<file path="config.mk">
export PLATFORM = sky130hd
export DESIGN_NAME = alu_bitfield_unit
export DESIGN_NICKNAME = d
export VERILOG_FILES = /design/src/rtl/alu_bf_pkg.sv /design/src/rtl/alu_bf_mask_gen.sv /design/src/rtl/alu_bitfield_unit.sv
export SDC_FILE = /design/constraint.sdc
export NUM_CORES = 1
export LEC_CHECK = 0
export CAP_MARGIN = 25
export CORE_ASPECT_RATIO = 0.5
export CORE_MARGIN = 5
export CORE_UTILIZATION = 35
export DETAILED_ROUTE_END_ITERATION = 8
export PLACE_DENSITY = 0.69
export SYNTH_ARGS = -nofsm -noshare
export SYNTH_HDL_FRONTEND = slang
export SYNTH_SLANG_ARGS = --single-unit
</file>
<file path="constraint.sdc">
create_clock -name clk -period 2.3 [get_ports clk]
set_clock_uncertainty 0.1 [all_clocks]
set_input_delay 0.23 -clock clk [delete_from_list [all_inputs] [get_ports clk]]
set_output_delay 0.23 -clock clk [all_outputs]
set_load 0.1 [all_outputs]
</file>
<file path="src/rtl/alu_bf_pkg.sv">
// alu_bf_pkg
// Shared definitions for the bit-field / bitwise-logic unit: the operation
// code enumeration, its width, and a helper that recognises the reserved
// operation codes.
package alu_bf_pkg;

   localparam int OP_W = 3;

   typedef enum logic [OP_W-1:0] {
      OP_AND      = 3'b000,
      OP_OR       = 3'b001,
      OP_XOR      = 3'b010,
      OP_TRUNC_LO = 3'b011,
      OP_TRUNC_HI = 3'b100,
      OP_BITSEL   = 3'b101
   } op_e;

   // Codes 110 and 111 have no operation; they produce a zero result and
   // raise the error flag.
   function automatic logic is_reserved(input logic [OP_W-1:0] op);
      return (op == 3'b110) || (op == 3'b111);
   endfunction

endpackage

</file>
<file path="src/rtl/alu_bf_mask_gen.sv">
// alu_bf_mask_gen
// Combinational mask generator for the mask-based operations.
// Ports:
//   op   in  OP_W   operation code
//   amt  in  AW     bit position / count (unsigned)
//   mask out WIDTH  mask to AND with operand A (all zero for non-mask ops)
module alu_bf_mask_gen
   import alu_bf_pkg::*;
#(
   parameter int WIDTH = 32,
   parameter int AW    = $clog2(WIDTH) + 1
) (
   input  logic [OP_W-1:0]  op,
   input  logic [AW-1:0]    amt,
   output logic [WIDTH-1:0] mask
);

   logic [WIDTH-1:0] lo_mask;
   logic [WIDTH-1:0] sel_mask;
   op_e              op_sel;

   assign op_sel = op_e'(op);

   // Each mask bit is a direct comparison of its own index against amt, so
   // amounts at or beyond WIDTH saturate naturally instead of wrapping a shift.
   for (genvar i = 0; i < WIDTH; i++) begin : g_bit
      assign lo_mask[i]  = (AW'(i) <  amt);
      assign sel_mask[i] = (AW'(i) == amt);
   end

   // Pick the mask shape for the requested operation.
   always_comb begin
      mask = '0;
      case (op_sel)
         OP_TRUNC_LO: mask = lo_mask;
         OP_TRUNC_HI: mask = ~lo_mask;
         OP_BITSEL:   mask = sel_mask;
         default:     mask = '0;
      endcase
   end

endmodule

</file>
<file path="src/rtl/alu_bitfield_unit.sv">
// alu_bitfield_unit
// Two-stage pipelined bitwise-logic and bit-field unit with valid/ready flow
// control. Stage 1 captures the request and its precomputed mask; stage 2
// holds the result that drives the outputs.
// Ports:
//   clk, rst_n          clock, asynchronous active-low reset
//   in_valid/in_ready   request handshake
//   op, x, y, amt       operation, operands, bit position / count
//   out_valid/out_ready result handshake
//   f, zero, err        result, result-is-zero flag, reserved-op flag
module alu_bitfield_unit
   import alu_bf_pkg::*;
#(
   parameter int WIDTH = 32,
   parameter int AW    = $clog2(WIDTH) + 1
) (
   input  logic             clk,
   input  logic             rst_n,
   input  logic             in_valid,
   output logic             in_ready,
   input  logic [OP_W-1:0]  op,
   input  logic [WIDTH-1:0] x,
   input  logic [WIDTH-1:0] y,
   input  logic [AW-1:0]    amt,
   output logic             out_valid,
   input  logic             out_ready,
   output logic [WIDTH-1:0] f,
   output logic             zero,
   output logic             err
);

   logic             s1_valid;
   logic [OP_W-1:0]  s1_op;
   logic [WIDTH-1:0] s1_x;
   logic [WIDTH-1:0] s1_y;
   logic [WIDTH-1:0] s1_mask;

   logic             s2_valid;
   logic [WIDTH-1:0] s2_f;
   logic             s2_zero;
   logic             s2_err;

   logic [WIDTH-1:0] mask;
   logic [WIDTH-1:0] f_next;
   logic             s2_free;
   logic             s1_advance;
   logic             accept;

   alu_bf_mask_gen #(
      .WIDTH (WIDTH),
      .AW    (AW)
   ) u_mask_gen (
      .op   (op),
      .amt  (amt),
      .mask (mask)
   );

   // Handshake: readiness depends only on stage occupancy and out_ready,
   // never on in_valid.
   assign s2_free    = !s2_valid || out_ready;
   assign s1_advance = s1_valid && s2_free;
   assign in_ready   = !s1_valid || s2_free;
   assign accept     = in_valid && in_ready;

   // Stage 1: capture the request. A new accept takes priority over
   // draining, so a same-cycle advance and accept leaves no bubble.
   always_ff @(posedge clk or negedge rst_n) begin
      if (!rst_n) begin
         s1_valid <= 1'b0;
         s1_op    <= '0;
         s1_x     <= '0;
         s1_y     <= '0;
         s1_mask  <= '0;
      end else if (accept) begin
         s1_valid <= 1'b1;
         s1_op    <= op;
         s1_x     <= x;
         s1_y     <= y;
         s1_mask  <= mask;
      end else if (s1_advance) begin
         s1_valid <= 1'b0;
      end
   end

   // Result select from the stage 1 contents.
   always_comb begin
      f_next = '0;
      case (op_e'(s1_op))
         OP_AND:      f_next = s1_x & s1_y;
         OP_OR:       f_next = s1_x | s1_y;
         OP_XOR:      f_next = s1_x ^ s1_y;
         OP_TRUNC_LO,
         OP_TRUNC_HI,
         OP_BITSEL:   f_next = s1_x & s1_mask;
         default:     f_next = '0;
      endcase
   end

   // Stage 2: load on advance; otherwise hold while the consumer stalls and
   // empty once the result has been taken.
   always_ff @(posedge clk or negedge rst_n) begin
      if (!rst_n) begin
         s2_valid <= 1'b0;
         s2_f     <= '0;
         s2_zero  <= 1'b0;
         s2_err   <= 1'b0;
      end else if (s1_advance) begin
         s2_valid <= 1'b1;
         s2_f     <= f_next;
         s2_zero  <= (f_next == '0);
         s2_err   <= is_reserved(s1_op);
      end else if (out_ready) begin
         s2_valid <= 1'b0;
      end
   end

   assign out_valid = s2_valid;
   assign f         = s2_f;
   assign zero      = s2_zero;
   assign err       = s2_err;

endmodule
</file>
=== After elaboration in Yosys (flattened, before gate mapping) ===
Index checks and enable logic that the tools add are counted.

* $add $sub $neg: 0
* Multipliers: 0
* Div/mod/pow operators: 0
* $lt $le $gt $ge: 32
* Eq/ne operators: 41
* Shift operators: 0
* Multiplexer cells: 6
* Bitwise gates (word level): 5
* Reductions and logical operators: 13

{| class="wikitable"
|+ Operators by type and width
! kind !! number
|-
| 32-bit one-hot mux with 4 select lines || 1
|-
| 5-bit by 6-bit equality test with 1-bit output (first input constant) || 16
|-
| 5-bit by 6-bit < comparator with 1-bit output (first input constant) || 16
|-
| 32-bit one-hot mux with 3 select lines || 1
|-
| 32-bit bitwise AND || 2
|-
| 4-bit by 6-bit equality test with 1-bit output (first input constant) || 8
|-
| 4-bit by 6-bit < comparator with 1-bit output (first input constant) || 8
|-
| 32-bit zero test || 1
|-
| 32-bit inverter || 1
|-
| 32-bit bitwise OR || 1
|-
| 32-bit XOR || 1
|-
| 3-bit by 6-bit equality test with 1-bit output (first input constant) || 4
|-
| 3-bit by 6-bit < comparator with 1-bit output (first input constant) || 4
|-
| 3-bit equality test (second input constant) || 6
|-
| 2-bit by 6-bit equality test with 1-bit output (first input constant) || 2
|-
| 1-bit by 6-bit < comparator with 1-bit output (first input constant) || 2
|-
| 2-bit by 6-bit < comparator with 1-bit output (first input constant) || 2
|-
| 3-bit by 2-bit equality test with 1-bit output (second input constant) || 3
|-
| 1-bit by 6-bit equality test with 1-bit output (first input constant) || 1
|-
| 6-bit zero test || 1
|-
| 1-bit two-way mux || 4
|-
| 2-bit nonzero test || 2
|-
| 3-bit by 1-bit equality test with 1-bit output (second input constant) || 1
|-
| 3-bit zero test || 1
|-
| other kinds (4) || 8
|}

* Flip-flop bits (word level): 135
* Latch bits: 0
* Memory bits (writable): 0
* Bits in read-only memories: 0
* Bits of input ports: 77
* Output and inout port bits: 36
* Word-level logic and storage cells: 106
* Memories kept: 0

=== Logic depth before layout (Yosys ltp) ===
Gate-level depths: netlist of run 1.

* Depth in word-level cells: 5
* Gate-level depth with buffers: 10
* Mapped depth without buffers: 8

=== Cells and area by module ===
Synthesis of run 1 repeated with hierarchy kept, for this count alone.

* Cells, all modules: 863
* Area total of the unflattened synthesis: 8409.3 um^2

{| class="wikitable"
|+ By module, submodules not included
! module !! instances !! cells an instance !! area an instance (um^2) !! seq. area each (um^2)
|-
| alu_bitfield_unit || 1 || 685 || 7289.5 || 3378.2
|-
| alu_bf_mask_gen || 1 || 178 || 1119.8 || 0.0
|}

=== Worst setup path before layout of run 1 ===
Ideal clock, no wire load.

* Kind: reg2reg
* From: reg s2_valid, in the netlist out_valid
* To: reg s1_mask[24]
* Setup time: 95 ps
* Arrival time: 3324 ps
* Required time: 2105 ps
* Slack: -1219 ps
* Stages on the path, launching flop included: 8
* Path buffers: 3
* Period minus slack after synthesis: 3519 ps
* Path through: dfrtp_1 nand3b_1 nand2_1 clkbuf_1 clkbuf_1 clkbuf_1 nand2_1 o31ai_1

* Word-level cells in the longest chain between the ends: 4

{| class="wikitable"
|+ Ends and longest elaborated chain
! item !! line !! RTL
|-
| start: declaration || alu_bitfield_unit.sv:38 || <nowiki>logic s2_valid;</nowiki>
|-
| start signal: assignment || alu_bitfield_unit.sv:103 || <nowiki>s2_valid <= 1'b0;</nowiki>
|-
| start signal: assignment || alu_bitfield_unit.sv:108 || <nowiki>s2_valid <= 1'b1;</nowiki>
|-
| start signal: assignment || alu_bitfield_unit.sv:113 || <nowiki>s2_valid <= 1'b0;</nowiki>
|-
| 1-bit zero test || alu_bitfield_unit.sv:60 || <nowiki>assign s2_free = !s2_valid || out_ready;</nowiki>
|-
| 1-bit logical OR || alu_bitfield_unit.sv:60 ||
|-
| 1-bit logical OR || alu_bitfield_unit.sv:62 || <nowiki>assign in_ready = !s1_valid || s2_free;</nowiki>
|-
| named net in_ready || alu_bitfield_unit.sv:20 || <nowiki>output logic in_ready,</nowiki>
|-
| 1-bit logical AND || alu_bitfield_unit.sv:63 || <nowiki>assign accept = in_valid && in_ready;</nowiki>
|-
| end signal: assignment || alu_bitfield_unit.sv:79 || <nowiki>s1_mask <= mask;</nowiki>
|-
| end: declaration || alu_bitfield_unit.sv:36 || <nowiki>logic [WIDTH-1:0] s1_mask;</nowiki>
|}

The timed path passes the listed nets, and every way through them passes these cells.
A chain may end at the register's enable or synchronous reset.

=== Worst setup path in the final report of run 1 ===
* From: reg s1_op[1]
* To: reg s2_zero, in the netlist zero

* Word-level cells in the longest chain between the ends: 4
* Elaborated cells on any way between the ends: 9
* Classes of those cells: 5 x eq/ne; 1 x mux; 3 x reduce/logical

{| class="wikitable"
|+ Ends and longest elaborated chain
! item !! line !! RTL
|-
| start: declaration || alu_bitfield_unit.sv:33 || <nowiki>logic [OP_W-1:0] s1_op;</nowiki>
|-
| start signal: assignment || alu_bitfield_unit.sv:76 || <nowiki>s1_op <= op;</nowiki>
|-
| 3-bit by 2-bit equality test with 1-bit output or 3-bit equality test (tied branches) || alu_bitfield_unit.sv:88 || <nowiki>case (op_e'(s1_op))</nowiki>
|-
| 3-bit OR reduction || alu_bitfield_unit.sv:88 ||
|-
| 32-bit one-hot mux with 4 select lines (*) || alu_bitfield_unit.sv:88 ||
|-
| 32-bit zero test (*) || alu_bitfield_unit.sv:110 || <nowiki>s2_zero <= (f_next == '0);</nowiki>
|-
| end signal: assignment || alu_bitfield_unit.sv:110 ||
|-
| end: declaration || alu_bitfield_unit.sv:40 || <nowiki>logic s2_zero;</nowiki>
|}

Mark *: on every way between the ends. The rest lies on a longest branch, timed or not.

==> impl_metrics.csv, run 1 <==
group,metric,value,unit
setup_path,r2r_cells,8,
setup_path,end_kind,"flip-flop",
setup_path,cp.buffers_inverters,3,
clocking,clk-insertion-delay-late,420,ps
power_and_ir_drop,ir_worst_vdd,0.000481,V
floorplanning,num_rows,39,
clocking,cts_buffers,17,
layout,multi_input_area,0.00425,mm²
power_and_ir_drop,power_switching,3720,µW
synth,synthesis.area,0.00810,mm²
sta,setup_viol,1,
sta,slew_violations,0,
sta,max-slew-margin-rel,0.469,
synth,synth_compound_area_frac,0.196,
sta,max_slew.worst_pin.slew,789,ps
power_and_ir_drop,power_frac_seq,0.318,
power_and_ir_drop,combPwrFrac,0.381,
clocking,htree_num_levels,4,
clocking,clk_pin_slew,60,ps
routing,via_count,7658,
layout,fin_cells,1410,
sta,hold_viol,0,
global_routing,met1_usage,0.301,
synth,synthMuxAreaShare,0.113,
synth,synth_cell_types,61,
worst_hold_path,min_path_type,"in2async",
synth,syn_nets,1018,
setup_path,path_max_fanout,8,
global_routing,grt_overflow,0,
sta,setup_ws,-30.1,ps
sta,fmax,429,MHz
synth,postSynthAreaPerCell,8.91,µm²
synth,ys_warn_count,0,
synth,async_flop_share,1.00,
synth,synth_area_leaders,"dfrtp_1, mux2_2, o21ai_0, nand2_1, ha_1",
setup_path,path_cells,"buf_4 > inv_1 > buf_4 > a21oi_1 > o21ai_0 > o31ai_1 > or4_1 > o31ai_1",
synth,yosysSeqAreaShare,0.417,
synth,synth-simple-area-share,0.156,
status,violations,"negative setup slack",
setup_path,worstSetupStartpointType,"flip-flop",
synth,yosys.area.top_type,"dfrtp_1",
setup_path,timing.rr.end,"zero",
floorplanning,die_w,225,µm
routing,drc,0,
power_and_ir_drop,p_per_area,876,mW/mm²
floorplanning,core,0.0228,mm²
layout,synthToLayoutAreaGrowth,35.1,%
power_and_ir_drop,power,9590,µW
placed_design,dp.cells,1371,
routing,ant_nets,0,
floorplanning,die_h,118,µm
setup_path,worstPathRequired,2530,ps
synth,synthAdderAreaFrac,0.0494,
setup_path,max_stage_delay,540,ps
global_routing,busiest_layer,"met2",
synth,synth_top_area_frac,0.417,
global_routing,grt_util_met2,0.302,
layout,layout.nets,1199,
sta,fin_crit,2330,ps
clocking,cts_tree,"yes",
power_and_ir_drop,leakage,0.00492,µW
clocking,cts_sinks,135,
layout,regArea,0.00338,mm²
routing,viasPerCell,5.43,
power_and_ir_drop,clockPowerShare,0.300,
layout,drive_gt1_frac,0.260,
setup_path,crit_family,"compound AO/OA/AOI/OAI gates",
setup_path,r2r_slack,-30,ps
routing,drt-initial-drc-count,657,
sta,rsz0062_at_grt,"true",
synth,synthCells,909,
status,status,"finished, violations left",
power_and_ir_drop,switching_share,0.388,
synth,synth_xor_xnor_area_share,0,
placed_design,gp_congestion,0.953,
routing,dr.pass1.iters,5,
global_routing,grt_pass1_vias,7508,
layout,diodes,0,
global_routing,track_usage,0.203,
synth,ys.flop_type,"dfrtp_1",
power_and_ir_drop,p_int,5870,µW
placed_design,hpwlAfterDp,21.0,mm
floorplanning,die-area,0.0265,mm²
routing,wl_per_cell,19.2,µm
global_routing,grt_pass1_wl,42.5,mm
job,maxCapViolCount,0,
global_routing,grt_start_max_net_pins,67,
floorplanning,num_io_pins,113,
setup_path,worstPathArrival,2560,ps
synth,synth_top_family_by_area,"compound AO/OA/AOI/OAI gates",
clocking,cts_buffer_depth,2,
setup_path,critPathKind,"reg2reg",
setup_path,cp_slowest_cell,"or4_1",
global_routing,grt_antenna_before_repair,0,
setup_path,r2r_start,"s1_op[1]",
global_routing,grt_util_met3,0.0386,
layout,fillers,2111,
placed_design,port_buffers,112,
synth,synth_enable_flop_cells,0,
floorplanning,start_util,0.355,
clocking,cts_root_buffer,"clkbuf_16",
synth,ys_ff_latch,135,
sta,finalCritPeriodShare,1.01,
placed_design,pre_cts_slack,-116,ps
routing,wirelength,27.1,mm
-- placed cells by master (no fill, tap or decap), drive strengths merged, types with 20 or more instances in the layout --
master	n
ha	32
clkbuf	20
inv	72
dfrtp	135
nor2	43
buf	153
clkdlybuf4s50	75
a21oi	71
mux2	75
nand2	107
o21ai	99
-- power by group through the flow --
stage	clock network, µW	registers [µW]	logic [µW]
after floorplan	0	4050	1310
after global placement	0	3060	3490
after detailed placement	0	3080	3530
after CTS	2910	3040	3570
after global routing	3030	3080	3890
final	2880	3050	3660
-- worst max-delay path by stage --
stage | to | from | cells after the start
after floorplan | s1_x[0] | out_valid | 5
after global placement | zero | s1_op[0] | 7
after detailed placement | zero | s1_op[0] | 7
after CTS | zero | s1_op[2] | 8
after global routing | zero | s1_op[0] | 7
final | zero | s1_op[1] | 8
-- worst register-to-register path, stage by stage, from the launching register on --
cell	delay, ps
dfrtp_1	410
buf_4	170
inv_1	230
buf_4	180
a21oi_1	40
o21ai_0	170
o31ai_1	150
or4_1	540
o31ai_1	240
-- state kept, by name, summed over array words and instances, names as in the netlist --
| name | cells |
|---|---|
| err | 1 |
| s1_y | 32 |
| out_valid | 1 |
| s1_x | 32 |
| f | 32 |
| s1_valid | 1 |
| s1_mask | 32 |
| s1_op | 3 |
| zero | 1 |
-- routing by layer --
metal | vias up | part of all wire | wire length [µm]
met5 | - | 0 | 0
met2 | 299 | 0.44 | 11900
met4 | 0 | 0.020 | 545
met3 | 45 | 0.076 | 2050
met1 | 3738 | 0.46 | 12500
li1 | 3576 | - | -
-- cell type report --
| class | count | share of cell area |
|---|---|---|
| Multi-Input combinational cell | 635 | 0.389 |
| Timing Repair Buffer | 229 | 0.185 |
| Tap cell | 307 | 0.0351 |
| Clock buffer | 20 | 0.0408 |
| Sequential cell | 135 | 0.309 |
| Clock inverter | 12 | 0.0160 |
| Inverter | 72 | 0.0250 |
-- per-stage QoR --
stage / instance area, µm² / hold WS (ps) / utilization / TNS [ps]
final: 10900 / 263 / 0.480 / -30.1
after CTS: 10800 / 286 / 0.475 / 0
after global placement: 10200 / 167 / 0.446 / -64.1
after floorplan: 8200 / -166 / - / -32300
after global routing: 10900 / 312 / 0.480 / -143
after detailed placement: 10200 / 172 / 0.446 / -116
-- repair_timing --
action | 4_1_cts | 5_1_grt
setup endpoints to repair | 1 | 4
resized for setup | 8 | 22
setup buffers | 0 | 6
pin swaps | 3 | 1
hold endpoints to repair | 64 | 0
hold buffers | 1 | 0
-- cells by family (layout without fill, tap and decap cells) --
logic type | count (synthesis) | in the layout
flops | 135 | 135
fa+ha+maj | 32 | 32
compound gates | 265 | 265
simple gates | 257 | 257
mux | 81 | 81
buf+inv | 139 | 333
-- synth_stat cells (all sizes together), types with 11 or more instances --
cell and instances:
mux2 75, nand2 107, clkbuf 54, a21oi 71
ha 32, nor2 43, nand2b 16, nor2b 11
o21ai 99, nand3 17, dfrtp 135, a22oi 12
inv 72, buf 13, a31oi 18
(Power assumes the default switching activity.)
==> inputs of run 2 (changes only) <==
- HOLD_SLACK_MARGIN: not set -> 0.05
==> results of run 2 <==
The final DEF is identical to that of run 1; final timing and power are the same.
